File: src/rtl/alu_cmd_seq_pkg.sv
// Shared types for the ALU command sequencer: operation select, queued command, FSM state.
// Latency: n/a (types only).
// Backpressure: n/a (types only).
//
// ALU_OP_W / ALU_RES_W fix the widths of the external ALU. The command struct is
// built on ALU_OP_W, so the sequencer's OP_W parameter must stay equal to it.
package alu_cmd_seq_pkg;

    localparam int ALU_OP_W  = 4;
    localparam int ALU_RES_W = 8;

    // ALU operation select as seen on the ALU's Sel input.
    typedef enum logic [1:0] {
        SEL_ADD = 2'd0,
        SEL_SUB = 2'd1,
        SEL_AND = 2'd2,
        SEL_OR  = 2'd3
    } sel_t;

    // One queued ALU command, exactly the fields driven onto the ALU inputs.
    typedef struct packed {
        logic [ALU_OP_W-1:0] op1;
        logic [ALU_OP_W-1:0] op2;
        sel_t                sel;
        logic                cin;
        logic                mode;
    } alu_cmd_t;

    typedef enum logic [1:0] {
        IDLE     = 2'd0,
        DRIVE    = 2'd1,
        WAIT_RSP = 2'd2
    } seq_state_t;

endpackage

File: src/rtl/alu_cmd_fifo.sv
// DEPTH-entry synchronous FIFO of alu_cmd_t with registered occupancy.
// Latency: a push is visible at the head one cycle later; pop_dat is the registered head.
// Backpressure: push ignored when full, pop ignored when empty; no push-pop bypass.
//
// Ports: clk/rstb clock and async active-low reset; push_vld/push_dat write side;
// pop_vld/pop_dat read side (pop_dat is the current head); full, empty, level status.
module alu_cmd_fifo
    import alu_cmd_seq_pkg::*;
#(
    parameter int DEPTH = 4,
    parameter int LVL_W = $clog2(DEPTH + 1)
) (
    input  logic             clk,
    input  logic             rstb,
    input  logic             push_vld,
    input  alu_cmd_t         push_dat,
    input  logic             pop_vld,
    output alu_cmd_t         pop_dat,
    output logic             full,
    output logic             empty,
    output logic [LVL_W-1:0] level
);

    localparam int PTR_W = $clog2(DEPTH);
    localparam logic [PTR_W-1:0] PTR_ONE = PTR_W'(1);
    localparam logic [LVL_W-1:0] LVL_ONE = LVL_W'(1);

    alu_cmd_t         mem_q [DEPTH];
    alu_cmd_t         mem_d [DEPTH];
    logic [PTR_W-1:0] wr_ptr_q, wr_ptr_d;
    logic [PTR_W-1:0] rd_ptr_q, rd_ptr_d;
    logic [LVL_W-1:0] level_q, level_d;
    logic             push_ok;
    logic             pop_ok;

    assign full    = (level_q == LVL_W'(DEPTH));
    assign empty   = (level_q == '0);
    assign level   = level_q;
    assign pop_dat = mem_q[rd_ptr_q];

    assign push_ok = push_vld && !full;
    assign pop_ok  = pop_vld && !empty;

    // DEPTH is a power of two, so the pointers wrap by natural overflow.
    always_comb begin
        mem_d    = mem_q;
        wr_ptr_d = wr_ptr_q;
        rd_ptr_d = rd_ptr_q;
        level_d  = level_q;
        if (push_ok) begin
            mem_d[wr_ptr_q] = push_dat;
            wr_ptr_d        = wr_ptr_q + PTR_ONE;
        end
        if (pop_ok) begin
            rd_ptr_d = rd_ptr_q + PTR_ONE;
        end
        case ({push_ok, pop_ok})
            2'b10:   level_d = level_q + LVL_ONE;
            2'b01:   level_d = level_q - LVL_ONE;
            default: level_d = level_q;
        endcase
    end

    always_ff @(posedge clk or negedge rstb) begin
        if (!rstb) begin
            for (int i = 0; i < DEPTH; i++) begin
                mem_q[i] <= '0;
            end
            wr_ptr_q <= '0;
            rd_ptr_q <= '0;
            level_q  <= '0;
        end else begin
            mem_q    <= mem_d;
            wr_ptr_q <= wr_ptr_d;
            rd_ptr_q <= rd_ptr_d;
            level_q  <= level_d;
        end
    end

endmodule

File: src/rtl/alu_cmd_seq.sv
// ALU issue stage: queues commands, drives one at a time onto the ALU, registers its response.
// Latency: push at edge N into an idle empty block -> popped at N+1 -> rsp_valid after N+2.
// Backpressure: cmd_ready = !full (registered state only); rsp_* held until rsp_ready.
//
// Ports: clk/rstb clock and async active-low reset; cmd_* command input with
// cmd_valid/cmd_ready; alu_* registered ALU inputs and alu_result/alu_equal returns;
// rsp_* registered response with rsp_valid/rsp_ready; level FIFO occupancy; busy activity.
module alu_cmd_seq
    import alu_cmd_seq_pkg::*;
#(
    parameter int DEPTH = 4,
    parameter int OP_W  = ALU_OP_W,
    parameter int RES_W = ALU_RES_W
) (
    input  logic                         clk,
    input  logic                         rstb,
    input  logic                         cmd_valid,
    output logic                         cmd_ready,
    input  logic [OP_W-1:0]              cmd_op1,
    input  logic [OP_W-1:0]              cmd_op2,
    input  sel_t                         cmd_sel,
    input  logic                         cmd_cin,
    input  logic                         cmd_mode,
    output logic [OP_W-1:0]              alu_op1,
    output logic [OP_W-1:0]              alu_op2,
    output sel_t                         alu_sel,
    output logic                         alu_cin,
    output logic                         alu_mode,
    input  logic [RES_W-1:0]             alu_result,
    input  logic                         alu_equal,
    output logic                         rsp_valid,
    input  logic                         rsp_ready,
    output logic [RES_W-1:0]             rsp_result,
    output logic                         rsp_equal,
    output logic [$clog2(DEPTH+1)-1:0]   level,
    output logic                         busy
);

    localparam int LVL_W = $clog2(DEPTH + 1);

    seq_state_t       state_q, state_d;
    alu_cmd_t         alu_cmd_q, alu_cmd_d;
    logic             rsp_vld_q, rsp_vld_d;
    logic [RES_W-1:0] rsp_res_q, rsp_res_d;
    logic             rsp_eq_q, rsp_eq_d;
    logic             ready_q, ready_d;

    alu_cmd_t         push_dat;
    alu_cmd_t         head_dat;
    logic             push_vld;
    logic             pop_vld;
    logic             fifo_full;
    logic             fifo_empty;
    logic [LVL_W-1:0] fifo_level;

    // ready_q holds cmd_ready low through reset and for the first edge after release.
    assign cmd_ready = ready_q && !fifo_full;
    assign push_vld  = cmd_valid && cmd_ready;

    always_comb begin
        push_dat      = '0;
        push_dat.op1  = cmd_op1;
        push_dat.op2  = cmd_op2;
        push_dat.sel  = cmd_sel;
        push_dat.cin  = cmd_cin;
        push_dat.mode = cmd_mode;
    end

    alu_cmd_fifo #(
        .DEPTH (DEPTH),
        .LVL_W (LVL_W)
    ) u_fifo (
        .clk      (clk),
        .rstb     (rstb),
        .push_vld (push_vld),
        .push_dat (push_dat),
        .pop_vld  (pop_vld),
        .pop_dat  (head_dat),
        .full     (fifo_full),
        .empty    (fifo_empty),
        .level    (fifo_level)
    );

    // alu_cmd_q only changes on a pop so the ALU inputs stay quiet while idle.
    always_comb begin
        state_d   = state_q;
        alu_cmd_d = alu_cmd_q;
        rsp_vld_d = rsp_vld_q;
        rsp_res_d = rsp_res_q;
        rsp_eq_d  = rsp_eq_q;
        ready_d   = 1'b1;
        pop_vld   = 1'b0;
        case (state_q)
            IDLE: begin
                if (!fifo_empty) begin
                    pop_vld   = 1'b1;
                    alu_cmd_d = head_dat;
                    state_d   = DRIVE;
                end
            end
            DRIVE: begin
                // The ALU has had the whole cycle to settle on alu_cmd_q.
                rsp_res_d = alu_result;
                rsp_eq_d  = alu_equal;
                rsp_vld_d = 1'b1;
                state_d   = WAIT_RSP;
            end
            WAIT_RSP: begin
                if (rsp_vld_q && rsp_ready) begin
                    rsp_vld_d = 1'b0;
                    if (!fifo_empty) begin
                        pop_vld   = 1'b1;
                        alu_cmd_d = head_dat;
                        state_d   = DRIVE;
                    end else begin
                        state_d = IDLE;
                    end
                end
            end
            default: begin
                state_d = IDLE;
            end
        endcase
    end

    always_ff @(posedge clk or negedge rstb) begin
        if (!rstb) begin
            state_q   <= IDLE;
            alu_cmd_q <= '0;
            rsp_vld_q <= 1'b0;
            rsp_res_q <= '0;
            rsp_eq_q  <= 1'b0;
            ready_q   <= 1'b0;
        end else begin
            state_q   <= state_d;
            alu_cmd_q <= alu_cmd_d;
            rsp_vld_q <= rsp_vld_d;
            rsp_res_q <= rsp_res_d;
            rsp_eq_q  <= rsp_eq_d;
            ready_q   <= ready_d;
        end
    end

    assign alu_op1    = alu_cmd_q.op1;
    assign alu_op2    = alu_cmd_q.op2;
    assign alu_sel    = alu_cmd_q.sel;
    assign alu_cin    = alu_cmd_q.cin;
    assign alu_mode   = alu_cmd_q.mode;

    assign rsp_valid  = rsp_vld_q;
    assign rsp_result = rsp_res_q;
    assign rsp_equal  = rsp_eq_q;

    assign level      = fifo_level;
    assign busy       = (state_q != IDLE) || !fifo_empty;

endmodule

File: config.mk
export PLATFORM = sky130hd
export DESIGN_NAME = alu_cmd_seq
export DESIGN_NICKNAME = d
export VERILOG_FILES = /design/src/rtl/alu_cmd_seq_pkg.sv /design/src/rtl/alu_cmd_fifo.sv /design/src/rtl/alu_cmd_seq.sv
export SDC_FILE = /design/constraint.sdc
export NUM_CORES = 1
export LEC_CHECK = 0
export CORE_UTILIZATION = 40
export DETAILED_ROUTE_END_ITERATION = 6
export GPL_TIMING_DRIVEN = 0
export PLACE_DENSITY = 0.72
export SKIP_CTS_REPAIR_TIMING = 1
export SLEW_MARGIN = 15
export SYNTH_ARGS = -nofsm -noshare
export SYNTH_HDL_FRONTEND = slang
export SYNTH_SLANG_ARGS = --single-unit
File: constraint.sdc
create_clock -name clk -period 4.6 [get_ports clk]
set_input_delay 0.92 -clock clk [delete_from_list [all_inputs] [get_ports clk]]
set_output_delay 0.92 -clock clk [all_outputs]
set_load 0.02 [all_outputs]
# Word level (Yosys, flattened, before mapping)
# Cells that the tools add are included.
# W data, S select, Z words.
[classes]
bitwise_logic = 2
add_sub_neg = 4
n_mux = 19
reduce_logical = 18
n_eq_ne = 7
magnitude_cmp = 3
[ops]
columns = ["op", "count"]
rows = [
  ["$mux W12", 5],
  ["$bwmux W48", 1],
  ["$bmux W12 S2", 1],
  ["$demux W12 S2", 1],
  ["$pmux W12 S2", 1],
  ["$reduce_bool A2 Y1", 4],
  ["$ge A3 B3 Y1 const B", 2],
  ["$logic_and A1 B1 Y1", 6],
  ["$not A2 Y3", 2],
  ["$pmux W2 S3", 1],
  ["$pmux W3 S2", 1],
  ["$reduce_and A2 Y1", 3],
  ["$add A2 B1 Y2 const B", 2],
  ["$eq A2 B1 Y1 const B", 2],
  ["$eq A2 B2 Y1 const B", 2],
  ["$mux W1", 4],
  ["$mux W2", 2],
  ["$ne A2 B2 Y1 const B", 2],
  ["$pmux W1 S2", 2],
  ["$add A3 B1 Y3 const B", 1],
  ["$eq A3 B3 Y1 const B", 1],
  ["$logic_not A3 Y1", 1],
  ["$lt A3 B1 Y1 const B", 1],
  ["$sub A3 B1 Y3 const B", 1],
  ["other kinds (3)", 4],
]
[totals]
regBits = 80
output_inout_bits = 27
in_bits = 25
wordCells = 86

# Longest topological paths before layout
# Gate-level depths: netlist (run 1).
[depth]
ltp_word = 7
depth_mapped = 9
depth_no_buf = 8

# By module
# Synthesis (run 1) repeated with hierarchy kept, for this count alone.
[hier_totals]
cells_unflattened = 218
area_unflattened_um2 = 3507.1
[by_module_without_submodules]
columns = ["mod", "cells_each", "seq_area_each_um2", "area_each_um2", "instances"]
rows = [
  ["alu_cmd_fifo", 155, 1376.3, 2493.6, 1],
  ["alu_cmd_seq", 63, 625.6, 1013.5, 1],
]

# Least setup slack after synthesis (run 1)
# Ideal clock, no wire load.
[synth_timing]
path_kind = "in2reg"
start = "input port rsp_ready"
end = "register u_fifo.level_q[2], in the netlist u_fifo.level[2]"
stages = 9
n_path_buf = 1
setup_slack_ns = 2.111
arrival_ns = 2.409
required_ns = 4.520
setup_time_ns = 0.080
cell_sequence = "a21boi_1 -> nor3_4 -> buf_4 -> ha_1 -> inv_1 -> fa_1 -> xor2_1 -> nor2_1 -> xor2_1"
[synth_via]
elab_chain_len = 6
elab_cells_between_ends = 8
cone_classes = "2 x eq/ne; 3 x mux; 3 x reduce/logical"
[synth_lines]
columns = ["element", "line", "rtl"]
rows = [
  ["from (decl)", "alu_cmd_seq.sv:32", "input logic rsp_ready,"],
  ["$logic_and A1 B1 Y1 (*)", "alu_cmd_seq.sv:109", "if (rsp_vld_q && rsp_ready) begin"],
  ["$mux W1 (*)", "alu_cmd_seq.sv:109", ""],
  ["$pmux W1 S2 (*)", "alu_cmd_seq.sv:93", "case (state_q)"],
  ["$logic_and A1 B1 Y1 (*)", "alu_cmd_fifo.sv:42", "assign pop_ok = pop_vld && !empty;"],
  ["named net u_fifo.pop_ok", "alu_cmd_fifo.sv:34", "logic pop_ok;"],
  ["$eq A2 B1 Y1 or $eq A2 B2 Y1 (tied branches)", "alu_cmd_fifo.sv:57", "case ({push_ok, pop_ok})"],
  ["$pmux W3 S2 or $reduce_bool A2 Y1 (tied branches)", "-", ""],
  ["to (signal assigned)", "alu_cmd_fifo.sv:76", "level_q <= level_d;"],
  ["to (decl)", "alu_cmd_fifo.sv:32", "logic [LVL_W-1:0] level_q, level_d;"],
]
# Mark *: on every way through the listed nets, which the timed path passes. The rest lies on a longest branch.
# A chain may end at the register's enable or synchronous reset.

# Final worst setup path (run 1)
# Same ends and word-level chain as after synthesis.

==> results of run 1 <==
[placed cells by master, fill, tap and decap left out, drive strengths merged]
| cell type | count |
|---|---|
| a21boi | 1 |
| a21o | 1 |
| a21oi | 1 |
| and2b | 1 |
| and4b | 4 |
| buf | 11 |
| bufinv | 2 |
| clkbuf | 9 |
| clkdlybuf4s50 | 50 |
| clkinv | 2 |
| conb | 1 |
| dfrtp | 80 |
| fa | 1 |
| ha | 5 |
| inv | 6 |
| mux2 | 70 |
| mux2i | 1 |
| mux4 | 12 |
| nand2 | 2 |
| nand3b | 1 |
| nor2 | 3 |
| nor2b | 2 |
| nor3 | 3 |
| nor3b | 1 |
| nor4b | 1 |
| xnor2 | 2 |
| xor2 | 4 |
[kinds of logic (layout without fill, tap and decap cells)]
kind of cell / count (synthesis) / in the layout / share of synthesized area
multiplexers: 83 / 83 / 0.332
adder cells (fa/ha/maj): 6 / 6 / 0.0225
XOR/XNOR: 6 / 6 / 0.0143
other: 1 / 1 / 0.00102
flip-flops: 80 / 80 / 0.545
AND/OR/NAND/NOR: 18 / 18 / 0.0422
buffers and inverters: 14 / 80 / 0.0378
AO/OA/AOI/OAI: 3 / 3 / 0.00545
[cells in the mapped netlist, drive strengths merged]
cell    number
nor3b        1
nor2         3
and2b        1
ha           5
xnor2        2
xor2         4
and4b        4
mux4        12
conb         1
nor3         3
nor2b        2
buf          9
mux2        70
dfrtp       80
nand2        2
inv          5
nor4b        1
nand3b       1
fa           1
mux2i        1
a21oi        1
a21o         1
a21boi       1
[power breakdown]
part           internal [W]  leakage [nW]  switching (W)
Clock              0.000302         0.106       0.000247
Sequential          0.00107         0.957       0.000215
Combinational      0.000968         0.901       0.000589
Total               0.00233          1.96        0.00105
[flip-flops by register name (all words and copies together) (netlist names)]
| signal | cells |
|---|---|
| alu_sel | 2 |
| alu_cin | 1 |
| u_fifo.rd_ptr_q | 2 |
| u_fifo.mem_q | 48 |
| alu_op1 | 4 |
| rsp_equal | 1 |
| alu_mode | 1 |
| alu_op2 | 4 |
| u_fifo.level | 3 |
| ready_q | 1 |
| state_q | 2 |
| rsp_valid | 1 |
| rsp_result | 8 |
| u_fifo.wr_ptr_q | 2 |
[worst reg2reg max path: stages, from the launching register on]
cell     delay, ns
dfrtp_1       0.46
nor3_2        0.12
nor3_4        0.30
buf_4         0.28
ha_1          0.21
inv_1         0.06
fa_1          0.37
xor2_1        0.15
nor2_1        0.11
xor2_1        0.15
[final cells by class]
type	instances	share of cell area
clock inverter	5	0.0182
buffer	9	0.0264
multi-input combinational	117	0.337
clock buffer	9	0.0273
timing repair buffer	52	0.116
inverter	5	0.00413
tap	108	0.0297
sequential	80	0.441
[path summary, 6_finish.rpt]
path                       slack (ns)  cells after the start       startpoint                to
setup / recovery                 1.73                     10        rsp_ready   u_fifo.level[2]
hold reg to reg                  0.51                      1    rsp_result[7]     rsp_result[7]
min in group asynchronous        0.52                      1             rstb  u_fifo.mem_q[18]
max in group asynchronous        3.48                      2             rstb  u_fifo.mem_q[13]
setup reg to reg                 2.34                      9  u_fifo.level[0]   u_fifo.level[2]
hold / removal                   0.51                      1    rsp_result[7]     rsp_result[7]
[metal layers]
metal | GRT usage | share of wire | up-vias | wire (microns)
met4 | 0.0734 | 0.019 | 0 | 118
met2 | 0.236 | 0.49 | 39 | 3120
met1 | 0.202 | 0.46 | 1009 | 2930
li1 | - | - | 890 | -
met5 | 0 | 0 | - | 0
met3 | 0.0308 | 0.031 | 8 | 197
[through the flow]
step | instance area [sq um] | power, W | worst slack (ns)
after CTS | 4540 | 0.00344 | 1.72
after global routing | 4540 | 0.00360 | 1.55
after floorplan | 3670 | 0.00239 | 2.11
after detailed placement | 4340 | 0.00287 | 1.35
final | 4540 | 0.00339 | 1.73
after global placement | 4320 | 0.00282 | -0.206
==> impl_results.md, run 1 <==
* Slowest CP cell: clkdlybuf4s50_1
* Layout area overhead at 23.7%
* Pins over their slew limit at 0
* Clock sinks at 80
* Nets at 305
* IO Port Bufs at 51
* Initial antenna violation count at 0
* Die area at roughly 9600 sq um
* Fin. Hold Viols at 0
* Final setup viols at 0
* N_diodes at 0
* Yosys top cell area share at 0.545
* Vias/cell at 5.05
* Root Driver: clkbuf_8
* First-pass GRT wire length at 11000 microns
* Drt wl/cell at 16.5 microns
* Syn Inst Count at 211
* Crit path cell chain: clkdlybuf4s50_1 -> a21boi_1 -> nor3_4 -> buf_4 -> ha_1 -> inv_1 -> fa_1 -> xor2_1 -> nor2_1 -> xor2_1
* Mapped Nets at 242
* Total track usage at 0.151
* Chip height at slightly below 100 microns
* Most used cell, CP: xor2_1
* P_leak at 1.96 nW
* Crit path kind: in2reg
* Die span in x at between 90 and 100 microns
* TritonCTS Buffers at 9
* Initial drt markers at 70
* Crit path required time at 4.87 ns
* RSZ-0062 raised after global routing: false
* Fin cells at 385
* Max stage delay on crit path at around 0.5 ns
* Final period util at 0.624
* Clk Latency, worst-skew pair at 0.34 ns
* Cell Rows at 34
* Post-route ant nets at 0
* Synth warn at 0
* Placer Congestion at 0.694
* Final core utilization at 0.516
* Power Dens Cells at 745 nW/um^2
* Clock Pin Slew Worst Setup and Hold Paths at 0.08 ns
* Drt pass-1 iters at 6
* Layout cells sized above 1 at 0.415
* Multi-input logic area at 1530 sq um
* Number of global-route vias before repair at 2125
* Setup TNS at 0 ns
* Status: finished, violations left
* WP buf/inv at 3
* Seq/Total Area, Yosys at 0.545
* Syn avg cell area at 17.4 sq um
* Detailed placement HPWL at 4360 microns
* GR Overflow Total at 0
* H-tree Lvls at 3
* Clk buf depth at 2
* CP startpoint kind: input pin
* Family with the most delay on the worst path: buffers and inverters
* Failing checks: design-rule violations
* Netlist Area Pre-Place at 3670 sq um
* Max Freq at 348 MHz
* Arrival time worst endpoint at 3.14 ns
* Reported max-cap violation count at 0
* Critical Path Sink Type: flip-flop
* Initial Util at 0.417
* Largest cells by area after synthesis: dfrtp_1, mux2_4, mux2_2, mux4_2, buf_12
* FF+latch area at around 2000 sq um
* CP max FO at 10
* Minimum clock period at 2.87 ns
* Layout Skew at 0.00948 ns
* Peak VDD IR at 0.000231 V
* Yosys cell types at 29
* Largest net degree at the start of global routing at 45
* Layout filler cell count at roughly 750
* Drt total wl at 6360 microns
* Cell taking the most area after synthesis: dfrtp_1
* Io pins at 52
* Final hold slack at 0.506 ns
* Via count at 1946
* CTS tree: built
* Placed cells at 371
* #FFs+latches synth at 80
* Worst min path class: reg2reg
* Core area at 8810 sq um
* # DRC at 12
No activity file was read; power rests on OpenSTA's default activity.
==> run 2, diff against run 1 <==
==> constraint.sdc (replaced) <==
create_clock -name clk -period 2.7 [get_ports clk]
set_input_delay 0.54 -clock clk [delete_from_list [all_inputs] [get_ports clk]]
set_output_delay 0.54 -clock clk [all_outputs]
set_load 0.02 [all_outputs]
==> results of run 2 <==
The final DEF is identical to that of run 1. Status: finished, violations left: design-rule violations.
Among the figures that moved: setup slack after placement 1.35 ns -> -0.166 ns; setup slack after layout 1.73 ns -> 0.208 ns; hold slack 0.506 ns -> 0.144 ns; register-to-register setup slack 2.34 ns -> 0.44 ns; total power 0.00339 W -> 0.00577 W; worst IR drop on VDD 0.000231 V -> 0.000394 V
